===== src/rtl/alu_pkg.sv =====
// alu_pkg: shared definitions for the execute-stage ALU.
// ALUControl code points, FSM state encoding and the shift-amount width helper.
package alu_pkg;

   localparam logic [2:0] ALU_ADD = 3'b000;
   localparam logic [2:0] ALU_SUB = 3'b001;
   localparam logic [2:0] ALU_AND = 3'b010;
   localparam logic [2:0] ALU_OR  = 3'b011;
   localparam logic [2:0] ALU_SLL = 3'b100;
   localparam logic [2:0] ALU_SLT = 3'b101;
   localparam logic [2:0] ALU_SRL = 3'b110;
   localparam logic [2:0] ALU_MUL = 3'b111;

   typedef enum logic [1:0] {
      ST_IDLE = 2'd0,
      ST_BUSY = 2'd1,
      ST_DONE = 2'd2
   } alu_state_t;

   // Number of operand-B bits that form the shift amount for a given width.
   function automatic int shamt_width(input int width);
      return $clog2(width);
   endfunction

   localparam int ALU_SHAMT_W = shamt_width(32);

endpackage


===== src/rtl/alu_seq_core.sv =====
// alu_seq_core: iterative datapath for the multi-cycle ALU operations.
// Shifts move the accumulator one bit per step; the multiply (only when
// ALU_MUL_EN is defined) performs one shift-add step per cycle.
// acc_next is the value the accumulator takes on the current step, so the
// top level can register the final result on the same edge as the last step.
module alu_seq_core
   import alu_pkg::*;
#(
   parameter int WIDTH = 32
) (
   input  logic                          clk,
   input  logic                          rst,
   input  logic                          start,
   input  logic                          step,
   input  logic                          op_mul,
   input  logic                          op_right,
   input  logic [WIDTH-1:0]              a,
   input  logic [WIDTH-1:0]              b,
   input  logic [shamt_width(WIDTH)-1:0] shamt,
   output logic [WIDTH-1:0]              acc_next,
   output logic                          last
);

   localparam int SHW = shamt_width(WIDTH);
   localparam logic [SHW:0] CNT_ONE = (SHW+1)'(1);
   localparam logic [SHW:0] CNT_MUL = (SHW+1)'(WIDTH);

   logic [WIDTH-1:0] acc_reg;
   logic [SHW:0]     cnt_reg;
   logic             right_reg;

   assign last = (cnt_reg == CNT_ONE);

   // Accumulator and remaining-step counter: load on start, advance on step.
   always_ff @(posedge clk or negedge rst) begin
      if (!rst) begin
         acc_reg   <= '0;
         cnt_reg   <= '0;
         right_reg <= 1'b0;
      end else if (start) begin
         acc_reg   <= op_mul ? '0 : a;
         cnt_reg   <= op_mul ? CNT_MUL : {1'b0, shamt};
         right_reg <= op_right;
      end else if (step) begin
         acc_reg <= acc_next;
         cnt_reg <= cnt_reg - CNT_ONE;
      end
   end

`ifdef ALU_MUL_EN
   logic             mul_reg;
   logic [WIDTH-1:0] mcand_reg;
   logic [WIDTH-1:0] mplier_reg;

   // Multiplicand walks left and multiplier walks right, one bit per step.
   always_ff @(posedge clk or negedge rst) begin
      if (!rst) begin
         mul_reg    <= 1'b0;
         mcand_reg  <= '0;
         mplier_reg <= '0;
      end else if (start) begin
         mul_reg    <= op_mul;
         mcand_reg  <= a;
         mplier_reg <= b;
      end else if (step && mul_reg) begin
         mcand_reg  <= mcand_reg << 1;
         mplier_reg <= mplier_reg >> 1;
      end
   end

   // Next accumulator value: conditional add for multiply, 1-bit shift otherwise.
   always_comb begin
      acc_next = right_reg ? (acc_reg >> 1) : (acc_reg << 1);
      if (mul_reg) begin
         acc_next = mplier_reg[0] ? (acc_reg + mcand_reg) : acc_reg;
      end
   end
`else
   // Operand B only feeds the multiplier, which is absent in this build.
   logic unused_b;
   assign unused_b = ^b;

   // Next accumulator value: 1-bit shift in the selected direction.
   always_comb begin
      acc_next = right_reg ? (acc_reg >> 1) : (acc_reg << 1);
   end
`endif

endmodule


===== src/rtl/alu_exec_unit.sv =====
// alu_exec_unit: execute-stage ALU with valid/ready on both sides.
// Logic ops, add/sub and SLT finish in one cycle; shifts and the optional
// multiply iterate in alu_seq_core.  Defining ALU_MUL_EN enables the serial
// multiply for code 111; otherwise code 111 returns 0 with Illegal set.
module alu_exec_unit
   import alu_pkg::*;
#(
   parameter int WIDTH = 32
) (
   input  logic             clk,
   input  logic             rst,
   input  logic             in_valid,
   output logic             in_ready,
   input  logic [2:0]       ALUControl,
   input  logic [WIDTH-1:0] SrcA,
   input  logic [WIDTH-1:0] SrcB,
   output logic             out_valid,
   input  logic             out_ready,
   output logic [WIDTH-1:0] Result,
   output logic             Zero,
   output logic             Negative,
   output logic             Carry,
   output logic             Overflow,
   output logic             Illegal
);

   localparam int SHW = shamt_width(WIDTH);

   alu_state_t       state_reg;
   alu_state_t       state_next;
   logic             accept;
   logic             needs_seq;
   logic             start_seq;
   logic             step_seq;
   logic             finish_seq;
   logic [SHW-1:0]   shamt;
   logic             is_shift;
   logic             is_sub;
   logic [WIDTH-1:0] b_op;
   logic [WIDTH:0]   sum;
   logic             add_v;
   logic [WIDTH-1:0] res_single;
   logic             c_single;
   logic             v_single;
   logic             ill_single;
   logic [WIDTH-1:0] seq_acc_next;
   logic             seq_last;

   assign shamt    = SrcB[SHW-1:0];
   assign is_shift = (ALUControl == ALU_SLL) || (ALUControl == ALU_SRL);
   assign is_sub   = (ALUControl == ALU_SUB) || (ALUControl == ALU_SLT);
   assign b_op     = is_sub ? ~SrcB : SrcB;
   assign sum      = {1'b0, SrcA} + {1'b0, b_op} + {{WIDTH{1'b0}}, is_sub};
   assign add_v    = (SrcA[WIDTH-1] == b_op[WIDTH-1]) && (sum[WIDTH-1] != SrcA[WIDTH-1]);

`ifdef ALU_MUL_EN
   assign needs_seq = (ALUControl == ALU_MUL) || (is_shift && (shamt != '0));
`else
   assign needs_seq = is_shift && (shamt != '0);
`endif

   assign out_valid = (state_reg == ST_DONE);

   // Single-cycle result and flags for the code on the inputs.
   always_comb begin
      res_single = '0;
      c_single   = 1'b0;
      v_single   = 1'b0;
      ill_single = 1'b0;
      case (ALUControl)
         ALU_ADD, ALU_SUB: begin
            res_single = sum[WIDTH-1:0];
            c_single   = sum[WIDTH];
            v_single   = add_v;
         end
         ALU_AND: res_single = SrcA & SrcB;
         ALU_OR:  res_single = SrcA | SrcB;
         ALU_SLT: res_single = {{(WIDTH-1){1'b0}}, sum[WIDTH-1] ^ add_v};
         ALU_SLL, ALU_SRL: res_single = SrcA;  // shift by zero
`ifdef ALU_MUL_EN
         ALU_MUL: res_single = '0;             // always iterated
`else
         ALU_MUL: ill_single = 1'b1;
`endif
         default: res_single = '0;
      endcase
   end

   // Next state and handshake; a finishing DONE can accept in the same cycle.
   always_comb begin
      state_next = state_reg;
      in_ready   = 1'b0;
      step_seq   = 1'b0;
      finish_seq = 1'b0;
      case (state_reg)
         ST_IDLE: in_ready = 1'b1;
         ST_BUSY: begin
            step_seq = 1'b1;
            if (seq_last) begin
               finish_seq = 1'b1;
               state_next = ST_DONE;
            end
         end
         ST_DONE: begin
            in_ready = out_ready;
            if (out_ready) state_next = ST_IDLE;
         end
         default: state_next = ST_IDLE;
      endcase
      accept    = in_valid && in_ready;
      start_seq = accept && needs_seq;
      if (accept) state_next = needs_seq ? ST_BUSY : ST_DONE;
   end

   // FSM state register.
   always_ff @(posedge clk or negedge rst) begin
      if (!rst) state_reg <= ST_IDLE;
      else      state_reg <= state_next;
   end

   // Result and flag registers, written only when a result is produced.
   always_ff @(posedge clk or negedge rst) begin
      if (!rst) begin
         Result   <= '0;
         Zero     <= 1'b0;
         Negative <= 1'b0;
         Carry    <= 1'b0;
         Overflow <= 1'b0;
         Illegal  <= 1'b0;
      end else if (accept && !needs_seq) begin
         Result   <= res_single;
         Zero     <= (res_single == '0);
         Negative <= res_single[WIDTH-1];
         Carry    <= c_single;
         Overflow <= v_single;
         Illegal  <= ill_single;
      end else if (finish_seq) begin
         Result   <= seq_acc_next;
         Zero     <= (seq_acc_next == '0);
         Negative <= seq_acc_next[WIDTH-1];
         Carry    <= 1'b0;
         Overflow <= 1'b0;
         Illegal  <= 1'b0;
      end
   end

   alu_seq_core #(.WIDTH(WIDTH)) u_seq (
      .clk      (clk),
      .rst      (rst),
      .start    (start_seq),
      .step     (step_seq),
      .op_mul   (ALUControl == ALU_MUL),
      .op_right (ALUControl == ALU_SRL),
      .a        (SrcA),
      .b        (SrcB),
      .shamt    (shamt),
      .acc_next (seq_acc_next),
      .last     (seq_last)
   );

endmodule


===== config.mk =====
export PLATFORM = sky130hd
export DESIGN_NAME = alu_exec_unit
export DESIGN_NICKNAME = d
export VERILOG_FILES = /design/src/rtl/alu_pkg.sv /design/src/rtl/alu_seq_core.sv /design/src/rtl/alu_exec_unit.sv
export SDC_FILE = /design/constraint.sdc
export NUM_CORES = 1
export LEC_CHECK = 0
export BUFFER_PORTS_ARGS = -buffer_cell sky130_fd_sc_hd__buf_2
export CAP_MARGIN = 10
export CORE_MARGIN = 4
export CORE_UTILIZATION = 55
export CTS_CLUSTER_SIZE = 16
export DETAILED_ROUTE_END_ITERATION = 8
export PLACE_DENSITY = 0.74
export SYNTH_ARGS = -nofsm -noshare
export SYNTH_HDL_FRONTEND = slang
export SYNTH_HIERARCHICAL = 1
export SYNTH_SLANG_ARGS = --single-unit

===== constraint.sdc =====
create_clock -name clk -period 4.5 [get_ports clk]
set_clock_uncertainty 0.05 [all_clocks]
set_input_delay 0.225 -clock clk [delete_from_list [all_inputs] [get_ports clk]]
set_output_delay 0.225 -clock clk [all_outputs]
set_load 0.02 [all_outputs]

==> results of run 1 <==
-- area by class of cell --
type | instances | area share [%]
flip-flops and latches | 77 | 23.2
multi-input cells | 731 | 62.6
repair buffers | 122 | 7.77
clock buffers | 12 | 3.09
clock inverters | 2 | 0.120
well taps | 176 | 2.65
inverters | 14 | 0.632
-- power breakdown --
| part | internal (mW) | switching (mW) |
|---|---|---|
| logic | 0.816 | 1.07 |
| clock network | 0.395 | 0.273 |
| registers | 0.967 | 0.222 |
-- how the worst max path moves through the flow --
stage / endpoint / slack (ns)
final: Zero$_DFFE_PN0P_ / 0.69
after global routing: Zero$_DFFE_PN0P_ / 0.56
after CTS: Zero$_DFFE_PN0P_ / 0.79
after detailed placement: Zero$_DFFE_PN0P_ / 0.45
after global placement: Zero$_DFFE_PN0P_ / 0.45
after floorplan: Zero$_DFFE_PN0P_ / 0.64
-- logic make-up after synthesis --
family | after synthesis | synth area share (%)
mux | 70 | 11.3
buf+inv | 78 | 4.98
compound gates | 286 | 25.2
fa+ha+maj | 56 | 8.79
flops | 77 | 25.7
xor+xnor | 62 | 7.26
simple gates | 257 | 16.8
-- worst reg2reg max path, delay by kind of cell (launching register included) --
family / cells / cell delay (ns)
flip-flops: 1 / 0.38
buffers and inverters: 1 / 0.53
AO/OA/AOI/OAI: 1 / 0.17
AND/OR/NAND/NOR: 3 / 0.95
multiplexers: 1 / 0.51
-- Yosys cell counts (4+ instances only) --
cell type  number
clkbuf_1       48
nor2b_1         8
o211ai_1       10
and3_1         13
a2111oi_0       4
nand2_1       118
nand2b_1        4
dfrtp_1        77
a31oi_1        21
a211oi_1        7
nand4_1        14
a21o_1         14
mux2_2          6
a21oi_1        52
mux2i_1        37
inv_1          14
nor2_1         34
buf_2           5
a22oi_1        19
nor3_1         10
maj3_1         20
buf_4           5
xor2_1          9
and2_1          8
xnor2_1        53
mux2_4         27
ha_1           35
o21ai_1        33
nand3_1        16
o21bai_1        4
a21boi_1        4
o21ai_0        57
nor4_1         10
a221o_1         6
o21a_1          5
a22o_1          7
-- per-layer routing --
layer	part of all wire (%)	wire, um	up-vias	GRT usage (%)
met1	43	10400	3462	42.8
li1	-	-	3430	-
met3	11	2630	42	7.38
met4	2.4	588	0	10.3
met2	43	10400	390	43.4
met5	0	0	-	0
-- metrics by stage --
stage,utilization [%],std cells,worst slack [ns],power (mW),hold slack (ns)
3_5_place_dp,60.5,1120,0.450,3.04,0.390
2_1_floorplan,-,886,0.640,2.53,-0.121
6_report,62.5,1134,0.691,3.75,0.00422
5_1_grt,62.5,1134,0.561,3.96,0.0865
4_1_cts,62.5,1134,0.792,3.72,0.0280
3_3_place_gp,60.5,1120,0.449,3.03,0.394
==> flow_summary_export.csv, run 1 <==
group,metric,value,unit
cts,cts_tree,"yes",
synth,async_reset_ff_share,100,%
power_and_ir_drop,power_density,451,nW/um^2
route,drt_iter0_drc,803,
global_route,gr-total-overflow,0,
critical_path,critical_path.max_fanout,13,
layout,drive_above_1_share,19.3,%
synth,synthTopCellsByArea,"dfrtp_1, xnor2_1, nand2_1",
synth,synth_warnings,6,
cts,cts-hold-fix-buffers,0,
synth,synth_ff_type,"dfrtp_1",
synth,syn_inst,886,
cts,clk_pin_slew,0.06,ns
place,gp_congestion,0.976,
job,max_cap_violations,0,
cts,cts_max_level,3,
critical_path,rr_worst_depth,6,
critical_path,reg2reg_to,"Result[17]$_DFFE_PN0P_",
timing,period_needed,3.81,ns
layout,seqCellArea,1930,um^2
critical_path,reg2reg_slack,1.74,ns
route,ant_nets,0,
critical_path,cp_slowest_cell,"a222oi_1",
route,wl_per_cell,21.2,um
synth,yosysTopAreaCell,"dfrtp_1",
synth,synth_top_area_share,25.7,%
timing,setup_viol,0,
critical_path,worstPathArrival,4.02,ns
route,firstDrtPassIters,7,
cts,clock_path_buffers,2,
die,num_rows,42,
critical_path,cp_top_family,"simple AND/OR/NAND/NOR gates",
critical_path,r2r_start,"state_reg[0]$_DFFE_PN0P_",
synth,syn-num-nets,993,
power_and_ir_drop,ir_drop,0.169,mV
global_route,first_global_vias,6823,
die,fp.dieArea,15500,um^2
route,viasPerCell,6.46,
route,wl,24.0,mm
timing,max_freq,263,MHz
critical_path,critical_path_class,"input pin to register",
timing,max_slew.worst_pin.slew,1.05,ns
place,dp_hpwl,18.0,mm
global_route,grt_util_all_layers,29.7,%
cts,clock_latency,0.34,ns
die,fp.dieW,125,um
cts,cts_root_buffer,"clkbuf_16",
timing,finalSetupTns,0,ns
critical_path,max_stage_delay,0.50,ns
synth,yosys_register_bits,77,
critical_path,cp_cell_sequence,"buf_2, nand2b_2, buf_4, xnor2_1, ha_1, nand4_1, nor3_1, and4b_1, nor2_1, a31o_2, o21ai_1, xor2_1, a222oi_1, nand4_1, o22ai_2",
cts,cts_setup_buffers,0,
place,io_buffer_count,109,
place,dpl_cell_area,8050,um^2
route,num_vias,7324,
power_and_ir_drop,p_leak,3.55,nW
layout,mostFrequentLayoutCell,"nand2_1",
critical_path,required,4.71,ns
die,core_area,13300,um^2
layout,multi_input_area,5200,um^2
critical_path,critPathLaunchType,"input pin",
hold_path,holdCritPathClass,"input pin to async pin",
global_route,grt_max_degree,78,
layout,n_antenna_cell,0,
timing,slew_viol_final,0,
global_route,antenna_found_initial,0,
layout,fillers,1211,
die,pin_count,110,
layout,areaGrowthSynthToFinish,11.0,%
cts,cts_buffers,9,
timing,rsz0062_at_grt,"no",
synth,synthesis.area,7480,um^2
synth,avgSynthCellArea,8.45,um^2
critical_path,cp.depth,15,
die,dieHeight,125,um
layout,final_cell_mix,"nand2_1, buf_2, dfrtp_1, o21ai_0, xnor2_1",
critical_path,crit_buf_inv,2,
global_route,grt_pass1_wl,37.4,mm
timing,fin_crit_sh,84.6,%
run_status,status,"completed",
route,drc,0,
cts,cts_sinks,77,
layout,layout.nets,1062,
critical_path,end_kind,"register",
synth,yosysSeqAreaShare,25.7,%
layout,final_area,8310,um^2
synth,synth-edff-count,0,
timing,hold_viol,0,
critical_path,crit_start,"ALUControl[1]",
die,start_util,56.3,%
synth,synth.distinct_cells,80,
timing,max_slew_margin,29.6,%
cts,cts_resized,0,
critical_path,crit_top_cell,"nand4_1",
No activity file was read; power rests on OpenSTA's default activity.
==> run 2, diff against run 1 <==
Clock period 4.5 ns to 3.55 ns, I/O delays scaled along.
==> run 2 against run 1 <==
  * Worst setup slack worse by 0.57 ns
  * Clock power is 23% higher
  * Die area stayed put
  * Via count is 4.7% higher
  * Largest cell class unchanged
==> flow_summary_export.csv, run 2 (synthesized netlist as in run 1, its figures left out) <==
group,metric,value,unit
run_status,status,"completed",
route,drc,0,
hold_path,hp-start,"SrcA[28]",
global_route,grt_max_degree,78,
cts,cts_buffers,9,
cts,clock_path_buffers,2,
die,fp.dieArea,15500,um^2
timing,fin_crit_sh,96.7,%
power_and_ir_drop,sequentialPowerShare,30.8,%
timing,setup_viol,0,
critical_path,crit_start,"ALUControl[1]",
timing,max_slew_margin,29.2,%
hold_path,holdCritPathClass,"input pin to register",
layout,fillers,1156,
critical_path,critical_path_class,"input pin to register",
cts,cts_sinks,77,
critical_path,critical_path.max_fanout,14,
cts,cts_tree,"yes",
global_route,grt_util_all_layers,30.9,%
layout,drive_above_1_share,24.6,%
critical_path,rr_worst_depth,7,
global_route,grt_pass1_wl,39.0,mm
place,gp_congestion,0.997,
die,start_util,56.3,%
layout,mostFrequentLayoutCell,"nand2_1",
layout,final_cell_mix,"nand2_1, buf_2, buf_4, dfrtp_1, o21ai_0",
place,post-place-ws,-0.202,ns
place,dp_hpwl,19.0,mm
route,viasPerCell,6.38,
power_and_ir_drop,p_sw_share,41.3,%
die,core_area,13300,um^2
critical_path,r2r_start,"u_seq/cnt_reg[0]$_DFFE_PN0P_",
power_and_ir_drop,ir_drop,0.259,mV
route,ant_nets,0,
job,max_cap_violations,0,
critical_path,reg2reg_slack,1.07,ns
critical_path,required,3.76,ns
global_route,gr-total-overflow,0,
critical_path,worstPathArrival,3.64,ns
die,dieHeight,125,um
route,wl,24.7,mm
timing,slew_viol_final,0,
layout,n_antenna_cell,0,
layout,final_util,66.5,%
critical_path,critPathLaunchType,"input pin",
global_route,first_global_vias,7097,
critical_path,critPathCapture,"Zero$_DFFE_PN0P_",
die,pin_count,110,
place,io_buffer_count,109,
power_and_ir_drop,p_total,4.88,mW
timing,period_needed,3.43,ns
global_route,antenna_found_initial,0,
cts,clock_latency,0.33,ns
cts,cts_setup_buffers,0,
route,drt_iter0_drc,1025,
power_and_ir_drop,power_density,553,nW/um^2
timing,hold_viol,0,
cts,cts_max_level,3,
layout,layout.nets,1128,
route,wl_per_cell,20.6,um
route,num_vias,7666,
timing,max_slew.worst_pin.slew,1.06,ns
power_and_ir_drop,p_int,2.87,mW
timing,max_freq,291,MHz
power_and_ir_drop,clkPwrFrac,16.8,%
die,fp.dieW,125,um
cts,clk_pin_slew,0.06,ns
critical_path,end_kind,"register",
cts,cts_root_buffer,"clkbuf_16",
power_and_ir_drop,power.switching,2.01,mW
die,num_rows,42,
route,firstDrtPassIters,6,
power_and_ir_drop,power_frac_comb,52.4,%
power_and_ir_drop,p_leak,3.87,nW
timing,layout_setup_ws,0.116,ns
critical_path,reg2reg_to,"Result[12]$_DFFE_PN0P_",
layout,areaGrowthSynthToFinish,18.1,%
run 2: routing by layer:
layer / up-vias / track usage, % / wire length [um]
met2: 389 / 47.5 / 10900
li1: 3568 / - / -
met1: 3680 / 46.8 / 11200
met5: - / 0 / 0
met3: 29 / 2.53 / 2180
met4: 0 / 7.99 / 435
run 2: per-stage QoR:
step / hold WS, ns / cell area (um^2) / TNS (ns) / cells
after global routing: 0.0891 / 8840 / -0.0151 / 1201
after detailed placement: 0.338 / 8550 / -0.229 / 1185
after CTS: 0.0691 / 8820 / 0 / 1201
after floorplan: -0.168 / 7500 / 0 / 886
final: 0.0846 / 8840 / 0 / 1201
after global placement: 0.338 / 8550 / -0.163 / 1185
run 2: cell type report:
| type | count | area (um^2) | share of cell area (%) |
|---|---|---|---|
| Clock buffer | 13 | 250 | 2.83 |
| Inverter | 14 | 52.6 | 0.595 |
| Multi-Input combinational cell | 731 | 5220 | 59.1 |
| Timing Repair Buffer | 188 | 1160 | 13.1 |
| Clock inverter | 2 | 10.0 | 0.113 |
| Tap cell | 176 | 220 | 2.49 |
| Sequential cell | 77 | 1930 | 21.8 |
run 2: how the worst min path moves through the flow:
| stage | end | slack [ns] | cells after the start |
|---|---|---|---|
| floorplan | Carry$_DFFE_PN0P_ | -0.17 | 0 |
| global placement | u_seq/acc_reg[28]$_DFFE_PN0P_ | 0.34 | 1 |
| detailed placement | u_seq/acc_reg[27]$_DFFE_PN0P_ | 0.34 | 1 |
| CTS | u_seq/acc_reg[2]$_DFFE_PN0P_ | 0.07 | 3 |
| global route | u_seq/acc_reg[2]$_DFFE_PN0P_ | 0.09 | 3 |
| finish | u_seq/acc_reg[28]$_DFFE_PN0P_ | 0.08 | 3 |
run 2: what timing repair did:
action	CTS	global route
hold buffers	1	0
endpoints found under the setup margin	0	1
hold endpoints to repair	77	0
resized for setup	0	3
run 2: worst max-delay path, stage by stage:
cell and delay, ns:
buf_2 0.10, nand2b_2 0.25, buf_4 0.26, xnor2_1 0.15
ha_1 0.37, nand4_1 0.23, nor3_2 0.36, and4b_1 0.34
nor2_1 0.06, a31o_2 0.25, xnor2_1 0.18, a2111oi_0 0.42
and4_1 0.24, nand4_1 0.11, o22ai_2 0.12
run 2: power groups by stage:
stage,combinational [mW],clock (mW),sequential [mW]
after floorplan,1.60,0,1.60
after global placement,2.47,0,1.49
after detailed placement,2.50,0,1.51
after CTS,2.52,0.824,1.49
after global routing,2.76,0.855,1.54
final,2.56,0.819,1.50
